File: config.mk
export PLATFORM = sky130hd
export DESIGN_NAME = alu4_req_arbiter
export DESIGN_NICKNAME = d
export VERILOG_FILES = /design/src/rtl/alu4_req_arbiter.sv
export SDC_FILE = /design/constraint.sdc
export NUM_CORES = 1
export LEC_CHECK = 0
export BUFFER_PORTS_ARGS = -buffer_cell sky130_fd_sc_hd__buf_2
export CORE_UTILIZATION = 36
export CTS_BUF_LIST = sky130_fd_sc_hd__clkbuf_2 sky130_fd_sc_hd__clkbuf_4 sky130_fd_sc_hd__clkbuf_8
export DETAILED_ROUTE_END_ITERATION = 6
export PLACE_DENSITY = 0.76
export SLEW_MARGIN = 25
export SYNTH_ARGS = -nofsm -noshare
export SYNTH_HDL_FRONTEND = slang
export SYNTH_SLANG_ARGS = --single-unit
export TNS_END_PERCENT = 100
File: constraint.sdc
create_clock -name clk -period 1.9 [get_ports clk]
set_input_delay 0.095 -clock clk [delete_from_list [all_inputs] [get_ports clk]]
set_output_delay 0.095 -clock clk [all_outputs]
set_load 0.01 [all_outputs]
File: src/rtl/alu4_req_arbiter.sv
// Round-robin arbiter/sequencer sharing one 4-bit ALU
// among four requesters; one grant, hold, capture, ack.
module alu4_req_arbiter #(
  parameter int unsigned HOLD_CYCLES = 1
) (
  input  logic        clk,
  input  logic        reset,
  input  logic [3:0]  req,
  input  logic [11:0] req_op,
  input  logic [15:0] req_a,
  input  logic [15:0] req_b,
  output logic [3:0]  ack,
  output logic [3:0]  alu_a,
  output logic [3:0]  alu_b,
  output logic [2:0]  alu_op,
  input  logic [3:0]  alu_y,
  input  logic        alu_co,
  output logic        rsp_valid,
  output logic [1:0]  rsp_id,
  output logic [3:0]  rsp_y,
  output logic        rsp_co,
  output logic        busy
);

  typedef enum logic [1:0] {
    IDLE,
    EXEC,
    DONE
  } state_t;

  state_t     state;
  logic [1:0] ptr;
  logic [1:0] cur_id;
  logic [3:0] cnt;
  logic [1:0] win_id;
  logic       win_vld;
  logic [2:0] op_arr [4];
  logic [3:0] a_arr  [4];
  logic [3:0] b_arr  [4];

  always_comb begin
    for (int i = 0; i < 4; i++) begin
      op_arr[i] = req_op[3*i +: 3];
      a_arr[i]  = req_a[4*i +: 4];
      b_arr[i]  = req_b[4*i +: 4];
    end
  end

  // Search starts just past the last grant; ptr itself comes last.
  always_comb begin
    win_vld = 1'b0;
    win_id  = ptr;
    for (int i = 1; i <= 4; i++) begin
      if (!win_vld && req[ptr + 2'(i)]) begin
        win_vld = 1'b1;
        win_id  = ptr + 2'(i);
      end
    end
  end

  always_ff @(posedge clk) begin
    if (reset) begin
      state     <= IDLE;
      ptr       <= 2'd3;
      cur_id    <= 2'd0;
      cnt       <= 4'd0;
      ack       <= 4'd0;
      alu_a     <= 4'd0;
      alu_b     <= 4'd0;
      alu_op    <= 3'd0;
      rsp_valid <= 1'b0;
      rsp_id    <= 2'd0;
      rsp_y     <= 4'd0;
      rsp_co    <= 1'b0;
    end else begin
      ack       <= 4'd0;
      rsp_valid <= 1'b0;
      unique case (state)
        IDLE: begin
          if (win_vld) begin
            alu_op <= op_arr[win_id];
            alu_a  <= a_arr[win_id];
            alu_b  <= b_arr[win_id];
            cur_id <= win_id;
            cnt    <= 4'(HOLD_CYCLES);
            state  <= EXEC;
          end
        end
        EXEC: begin
          cnt <= cnt - 4'd1;
          if (cnt == 4'd1) begin
            rsp_y     <= alu_y;
            rsp_co    <= alu_co;
            rsp_valid <= 1'b1;
            rsp_id    <= cur_id;
            ack       <= 4'd1 << cur_id;
            state     <= DONE;
          end
        end
        DONE: begin
          ptr   <= cur_id;
          state <= IDLE;
        end
        default: state <= IDLE;
      endcase
    end
  end

  assign busy = (state != IDLE);

endmodule

==> flow_metrics.env, run 1 <==
export IMPL_synthCells=183
export IMPL_wl_per_cell_um=13.6
export IMPL_yosysWarnings=0
export IMPL_cts_tree="built"
export IMPL_yosys_area_top_type="dfxtp_1"
export IMPL_p_clk_share_pct=33.8
export IMPL_ys_flop_type="dfxtp_1"
export IMPL_ys_seq_area_share_pct=38.2
export IMPL_maxSlewHeadroom_pct=65.8
export IMPL_path_depth=6
export IMPL_postLayoutCellArea_um2=2220
export IMPL_routed_wl_um=4240
export IMPL_grt_pass1_wl_um=6780
export IMPL_p_total_mw=1.88
export IMPL_grt_overflow_total=0
export IMPL_synth_cell_types=40
export IMPL_dp_hpwl_um=3120
export IMPL_syn_nets=240
export IMPL_antenna_found_initial=0
export IMPL_p_leak_nw=1.11
export IMPL_power_frac_comb_pct=23.2
export IMPL_cp_max_fo=12
export IMPL_drive_above_1_share_pct=43.7
export IMPL_stdcell_count=313
export IMPL_slowest_stage="dfxtp_2"
export IMPL_tightest_slew_ns=0.512
export IMPL_max_stage_delay_ns=0.37
export IMPL_critPathBufInv=1
export IMPL_via_per_inst=5.22
export IMPL_hold_depth=3
export IMPL_clock_latency_ns=0.28
export IMPL_p_sw_share_pct=27.8
export IMPL_whs_ns=0.0407
export IMPL_cts_clk_slew_worst_paths_ns=0.07
export IMPL_gr_usage_met3_pct=4.36
export IMPL_setup_viol=0
export IMPL_core_um2=4470
export IMPL_die_h_um=71.3
export IMPL_hold_viol_final=0
export IMPL_fillCellCount=458
export IMPL_fmax_mhz=559
export IMPL_ant_nets=0
export IMPL_worstPathCellList="nor2_1 -> and2_1 -> nor3_2 -> buf_4 -> mux2_2 -> a221o_1"
export IMPL_post_place_ws_ns=0.0531
export IMPL_numCtsBuffers=5
export IMPL_io_buffers=78
export IMPL_power_switching_mw=0.522
export IMPL_critical_path_arrival_ns=1.96
export IMPL_async_flop_share_pct=0
export IMPL_finalWorstSetupSlack_ns=0.112
export IMPL_synth_top_area_share_pct=38.2
export IMPL_rsz0062_at_grt="false"
export IMPL_fin_crit_sh_pct=94.1
export IMPL_initial_core_util_pct=38.6
export IMPL_worstSetupPathType="register to register"
export IMPL_peakVddDrop_mv=0.450
export IMPL_cts_buffer_depth=2
export IMPL_finalMaxSlewViolations=0
export IMPL_cp_start_kind="register"
export IMPL_drt_pass1_iterations=7
export IMPL_cts_root_buf="clkbuf_8"
export IMPL_hold_class="input port to register"
export IMPL_die_x_um=71.3
export IMPL_gp_congestion=0.769
export IMPL_drc=6
export IMPL_period_needed_ns=1.79
export IMPL_grt_use_total_pct=17.1
export IMPL_grt_use_met2_pct=26.1
export IMPL_n_antenna_cell=0
export IMPL_cts_hold_buf=0
export IMPL_synth_edf_count=0
export IMPL_postLayoutCoreUtil_pct=49.7
export IMPL_rows=24
export IMPL_synth_area_leaders="dfxtp_1 (38%), mux2_2 (7.2%), a221o_1 (6.4%), mux2i_1 (5.2%), o31ai_1 (4.8%)"
export IMPL_clock_sinks=33
export IMPL_powerDensity_nw_per_um2=844
export IMPL_grt_max_degree=21
export IMPL_design_die_area_um2=5080
export IMPL_boundaryPins=79
export IMPL_nNetsFinal=318
export IMPL_p_int_mw=1.35
export IMPL_cts_htree_levels=2
export IMPL_crit_family="simple AND/OR/NAND/NOR gates"
export IMPL_synth_seq_cells=33
export IMPL_syn_area_per_cell_um2=9.44
export IMPL_cp_end_kind="register"
export IMPL_grt_pass1_vias=1484
export IMPL_fin_setup_tns_ns=0
export IMPL_syn_area_um2=1730
export IMPL_violations="design-rule violations"
export IMPL_status="finished, violations left"
export IMPL_synth_common_cells="dfxtp_1 (33), nor2_1 (21), a21oi_1 (13)"
export IMPL_max_cap_viol_count=0
export IMPL_reg2reg_depth=6
export IMPL_placed_cell_area_um2=2120
export IMPL_cp_data_required_time_ns=2.07
export IMPL_yosysMostFrequentCell="dfxtp_1"
export IMPL_initialDrtViolationCount=65
export IMPL_use_met1_pct=22.8
export IMPL_vias=1635
export IMPL_top_usage_layer="met2"
export IMPL_skew_ns=0.00226
export IMPL_cts_setup_buffers=0
export IMPL_p_seq_share_pct=42.9
export IMPL_placed_cells=306
export IMPL_syn_to_final_growth_pct=28.6
-- path summary, 6_finish.rpt --
| kind | to | slack [ns] | startpoint |
|---|---|---|---|
| max reg2reg | alu_op[0]$_SDFFE_PP0P_ | 0.11 | ptr[1]$_SDFFE_PP1N_ |
| min reg2reg | alu_b[0]$_SDFFE_PP0P_ | 0.48 | alu_b[0]$_SDFFE_PP0P_ |
| min | rsp_co$_SDFFE_PP0N_ | 0.04 | alu_co |
| max | alu_op[0]$_SDFFE_PP0P_ | 0.11 | ptr[1]$_SDFFE_PP1N_ |
-- final cells by class --
type,instances,area [µm²],area share (%)
clock buffer,5,68.8,3.10
clock inverter,2,35.0,1.58
inverter,4,15.0,0.676
multi-input combinational,132,933,42.0
sequential,33,662,29.8
tap,52,65.1,2.93
timing repair buffer,85,443,19.9
-- per-layer routing --
layer	vias up	share of wire, %
met5	-	0
met2	63	46
met1	730	45
li1	835	-
met3	7	7.1
met4	0	1.8
-- state kept, by name, indices dropped and copies added, names as in the netlist --
| name | count |
|---|---|
| ack | 4 |
| alu_a | 4 |
| alu_b | 4 |
| alu_op | 3 |
| cnt | 4 |
| cur_id | 2 |
| ptr | 2 |
| rsp_co | 1 |
| rsp_id | 2 |
| rsp_valid | 1 |
| rsp_y | 4 |
| state | 2 |
-- cells by family after synthesis --
logic type | count (synthesis) | synth area share (%)
and+or+nand+nor | 62 | 18.9
AOI/OAI and AO/OA | 47 | 20.4
DFF | 33 | 38.2
muxes | 20 | 12.4
buffers and inverters | 18 | 8.11
adders and majority gates | 2 | 1.45
xor gates and xnor gates | 1 | 0.507
-- cell usage in the layout, fill, tap and decap left out, drive strengths merged, types with 5 or more instances in the layout --
cell	Yosys	routed
nand2	9	9
a21oi	15	15
nand4	11	11
nor2	22	22
mux2	11	11
dfxtp	33	33
buf	5	85
o31ai	11	11
clkbuf	7	5
a221o	11	11
mux2i	9	9
nand2b	5	5
-- what timing repair did --
action                                 CTS  global route
endpoints found under the hold margin    0             0
gates resized for setup                  0             1
setup endpoints to repair                0            11
-- worst register-to-register path: stages (launching register included) --
cell	delay [ns]
dfxtp_2	0.37
nor2_1	0.07
and2_1	0.17
nor3_2	0.17
buf_4	0.23
mux2_2	0.35
a221o_1	0.32
-- power groups by stage --
| stage | Sequential [mW] | Clock, mW | Combinational (mW) |
|---|---|---|---|
| final | 0.806 | 0.635 | 0.436 |
| after global routing | 0.814 | 0.693 | 0.481 |
| after CTS | 0.804 | 0.652 | 0.439 |
| after detailed placement | 0.819 | 0 | 0.438 |
| after global placement | 0.820 | 0 | 0.430 |
| after floorplan | 0.835 | 0 | 0.276 |
Note: power is estimated with default switching activity, not from simulation.
==> inputs of run 2 (changes only) <==
--- a/config.mk
+++ b/config.mk
@@ -6,10 +6,10 @@
 export NUM_CORES = 1
 export LEC_CHECK = 0
 export BUFFER_PORTS_ARGS = -buffer_cell sky130_fd_sc_hd__buf_2
-export CORE_UTILIZATION = 36
+export CORE_UTILIZATION = 44
 export CTS_BUF_LIST = sky130_fd_sc_hd__clkbuf_2 sky130_fd_sc_hd__clkbuf_4 sky130_fd_sc_hd__clkbuf_8
 export DETAILED_ROUTE_END_ITERATION = 6
-export PLACE_DENSITY = 0.76
+export PLACE_DENSITY = 0.88
 export SLEW_MARGIN = 25
 export SYNTH_ARGS = -nofsm -noshare
 export SYNTH_HDL_FRONTEND = slang
==> run 2 against run 1 <==
Net effect: the run now ends clean; setup slack got worse by 0.069 ns; combinational power up 6.2%; clock skew up 0.0086 ns; die area down 18%; clock power rose by 8.7%; non-clock buffer count is 1 higher; global-route usage up 5.6 points; register-to-register slack worse by 0.07 ns; fmax down 3.7%; critical endpoint is now alu_a[1]$_SDFFE_PP0P_.
==> flow_metrics.env, run 2 (synthesized netlist as in run 1, its figures left out) <==
export IMPL_critical_path_arrival_ns=2.03
export IMPL_placed_cell_area_um2=2130
export IMPL_top_layer_used="met4"
export IMPL_cts_setup_buffers=0
export IMPL_max_cap_viol_count=0
export IMPL_initial_core_util_pct=46.5
export IMPL_rsz0062_at_grt="false"
export IMPL_fin_crit_sh_pct=97.7
export IMPL_wl_met3_um=375
export IMPL_die_x_um=64.7
export IMPL_maxSlewHeadroom_pct=57.0
export IMPL_cp_max_fo=12
export IMPL_design_die_area_um2=4180
export IMPL_setup_viol=0
export IMPL_powerDensity_nw_per_um2=863
export IMPL_fillCellCount=321
export IMPL_cp_start_kind="register"
export IMPL_grt_pass1_vias=1559
export IMPL_skew_ns=0.0108
export IMPL_hold_class="input port to register"
export IMPL_worstSetupPathType="register to register"
export IMPL_io_buffers=78
export IMPL_tightest_slew_ns=0.641
export IMPL_cp_end_kind="register"
export IMPL_dp_hpwl_um=3160
export IMPL_fmax_mhz=539
export IMPL_period_needed_ns=1.86
export IMPL_regArea_um2=662
export IMPL_nNetsFinal=319
export IMPL_met1_length_um=1980
export IMPL_clock_sinks=33
export IMPL_postLayoutCellArea_um2=2270
export IMPL_antenna_found_initial=0
export IMPL_syn_to_final_growth_pct=31.6
export IMPL_boundaryPins=79
export IMPL_ant_nets=0
export IMPL_numCtsBuffers=5
export IMPL_core_um2=3720
export IMPL_cts_buffer_depth=2
export IMPL_hold_viol_final=0
export IMPL_layout_commonest_cell="buf_2"
export IMPL_drc=0
export IMPL_multi_input_area_um2=955
export IMPL_gp_congestion=0.836
export IMPL_cts_root_buf="clkbuf_8"
export IMPL_p_leak_nw=1.12
export IMPL_wl_per_cell_um=14.9
export IMPL_cts_htree_levels=2
export IMPL_cts_tree="built"
export IMPL_postLayoutCoreUtil_pct=61.2
export IMPL_vias=1733
export IMPL_rows=22
export IMPL_cts_clk_slew_worst_paths_ns=0.07
export IMPL_final_cell_mix="buf_2 (78), dfxtp_1 (32), nor2_1 (21), a21oi_1 (13)"
export IMPL_drive_above_1_share_pct=44.5
export IMPL_wl_met2_um=2250
export IMPL_clock_latency_ns=0.29
export IMPL_grt_max_degree=16
export IMPL_hold_depth=3
export IMPL_reg2reg_depth=6
export IMPL_peakVddDrop_mv=0.464
export IMPL_die_h_um=64.7
export IMPL_grt_use_total_pct=22.7
export IMPL_n_antenna_cell=0
export IMPL_status="finished, final reports clean"
export IMPL_via_per_inst=5.57
export IMPL_routed_wl_um=4650
export IMPL_grt_pass1_wl_um=7270
export IMPL_grt_overflow_total=0
export IMPL_cts_hold_buf=0
export IMPL_initialDrtViolationCount=141
export IMPL_finalMaxSlewViolations=0
export IMPL_cp_data_required_time_ns=2.08
export IMPL_whs_ns=0.0403
export IMPL_drt_pass1_iterations=4
[run 2: cell types whose count changed in the layout (fill, tap and decap cells not counted), sizes merged]
| cell | delta |
|---|---|
| buf | +1 |
| clkbuf | +1 |
| clkinv | -1 |
| clkinvlp | +1 |
[run 2: worst paths after layout]
| kind | start | to | slack [ns] |
|---|---|---|---|
| worst min-delay path | alu_co | rsp_co$_SDFFE_PP0N_ | 0.04 |
| worst max-delay path | ptr[1]$_SDFFE_PP1N_ | alu_a[1]$_SDFFE_PP0P_ | 0.04 |
| worst max register to register | ptr[1]$_SDFFE_PP1N_ | alu_a[1]$_SDFFE_PP0P_ | 0.04 |
| worst min register to register | alu_a[2]$_SDFFE_PP0P_ | alu_a[2]$_SDFFE_PP0P_ | 0.49 |
[run 2: cell type report]
cell class,instances,share of cell area [%]
Clock buffer,6,3.63
Clock inverter,2,1.65
Inverter,4,0.660
Multi-Input combinational cell,132,42.0
Sequential cell,33,29.1
Tap cell,48,2.64
Timing Repair Buffer,86,20.4
[run 2: per-stage QoR]
step | std cells | total power, mW | setup slack, ns | TNS, ns
global placement | 303 | 1.26 | 0.00132 | 0
floorplan | 183 | 1.11 | 0.0609 | 0
CTS | 311 | 1.97 | 0.0588 | 0
finish | 311 | 1.96 | 0.0430 | 0
global route | 311 | 2.06 | 0.0142 | 0
detailed placement | 303 | 1.27 | -0.108 | -0.972
[run 2: power breakdown]
group / total, mW / switching, mW / internal (mW)
combinational: 0.463 / 0.237 / 0.226
sequential: 0.810 / 0.0510 / 0.759
clock: 0.690 / 0.264 / 0.426
[run 2: what timing repair did]
action                                 4_1_cts  5_1_grt
endpoints found under the hold margin        0        0
gates resized for setup                      3        1
pin swaps                                    0        1
setup endpoints to repair                   11       11
[run 2: worst max-delay path, stage by stage (launching register included)]
cell	delay (ns)
dfxtp_2	0.39
nand2b_1	0.16
a21oi_2	0.09
nor3_4	0.24
buf_12	0.17
mux2_2	0.35
a221o_1	0.33
[run 2: per-layer routing]
layer	vias to the layer above	GRT usage, %
li1	840	-
met1	790	27.3
met2	97	38.8
met3	6	5.28
met4	0	9.17
met5	-	0
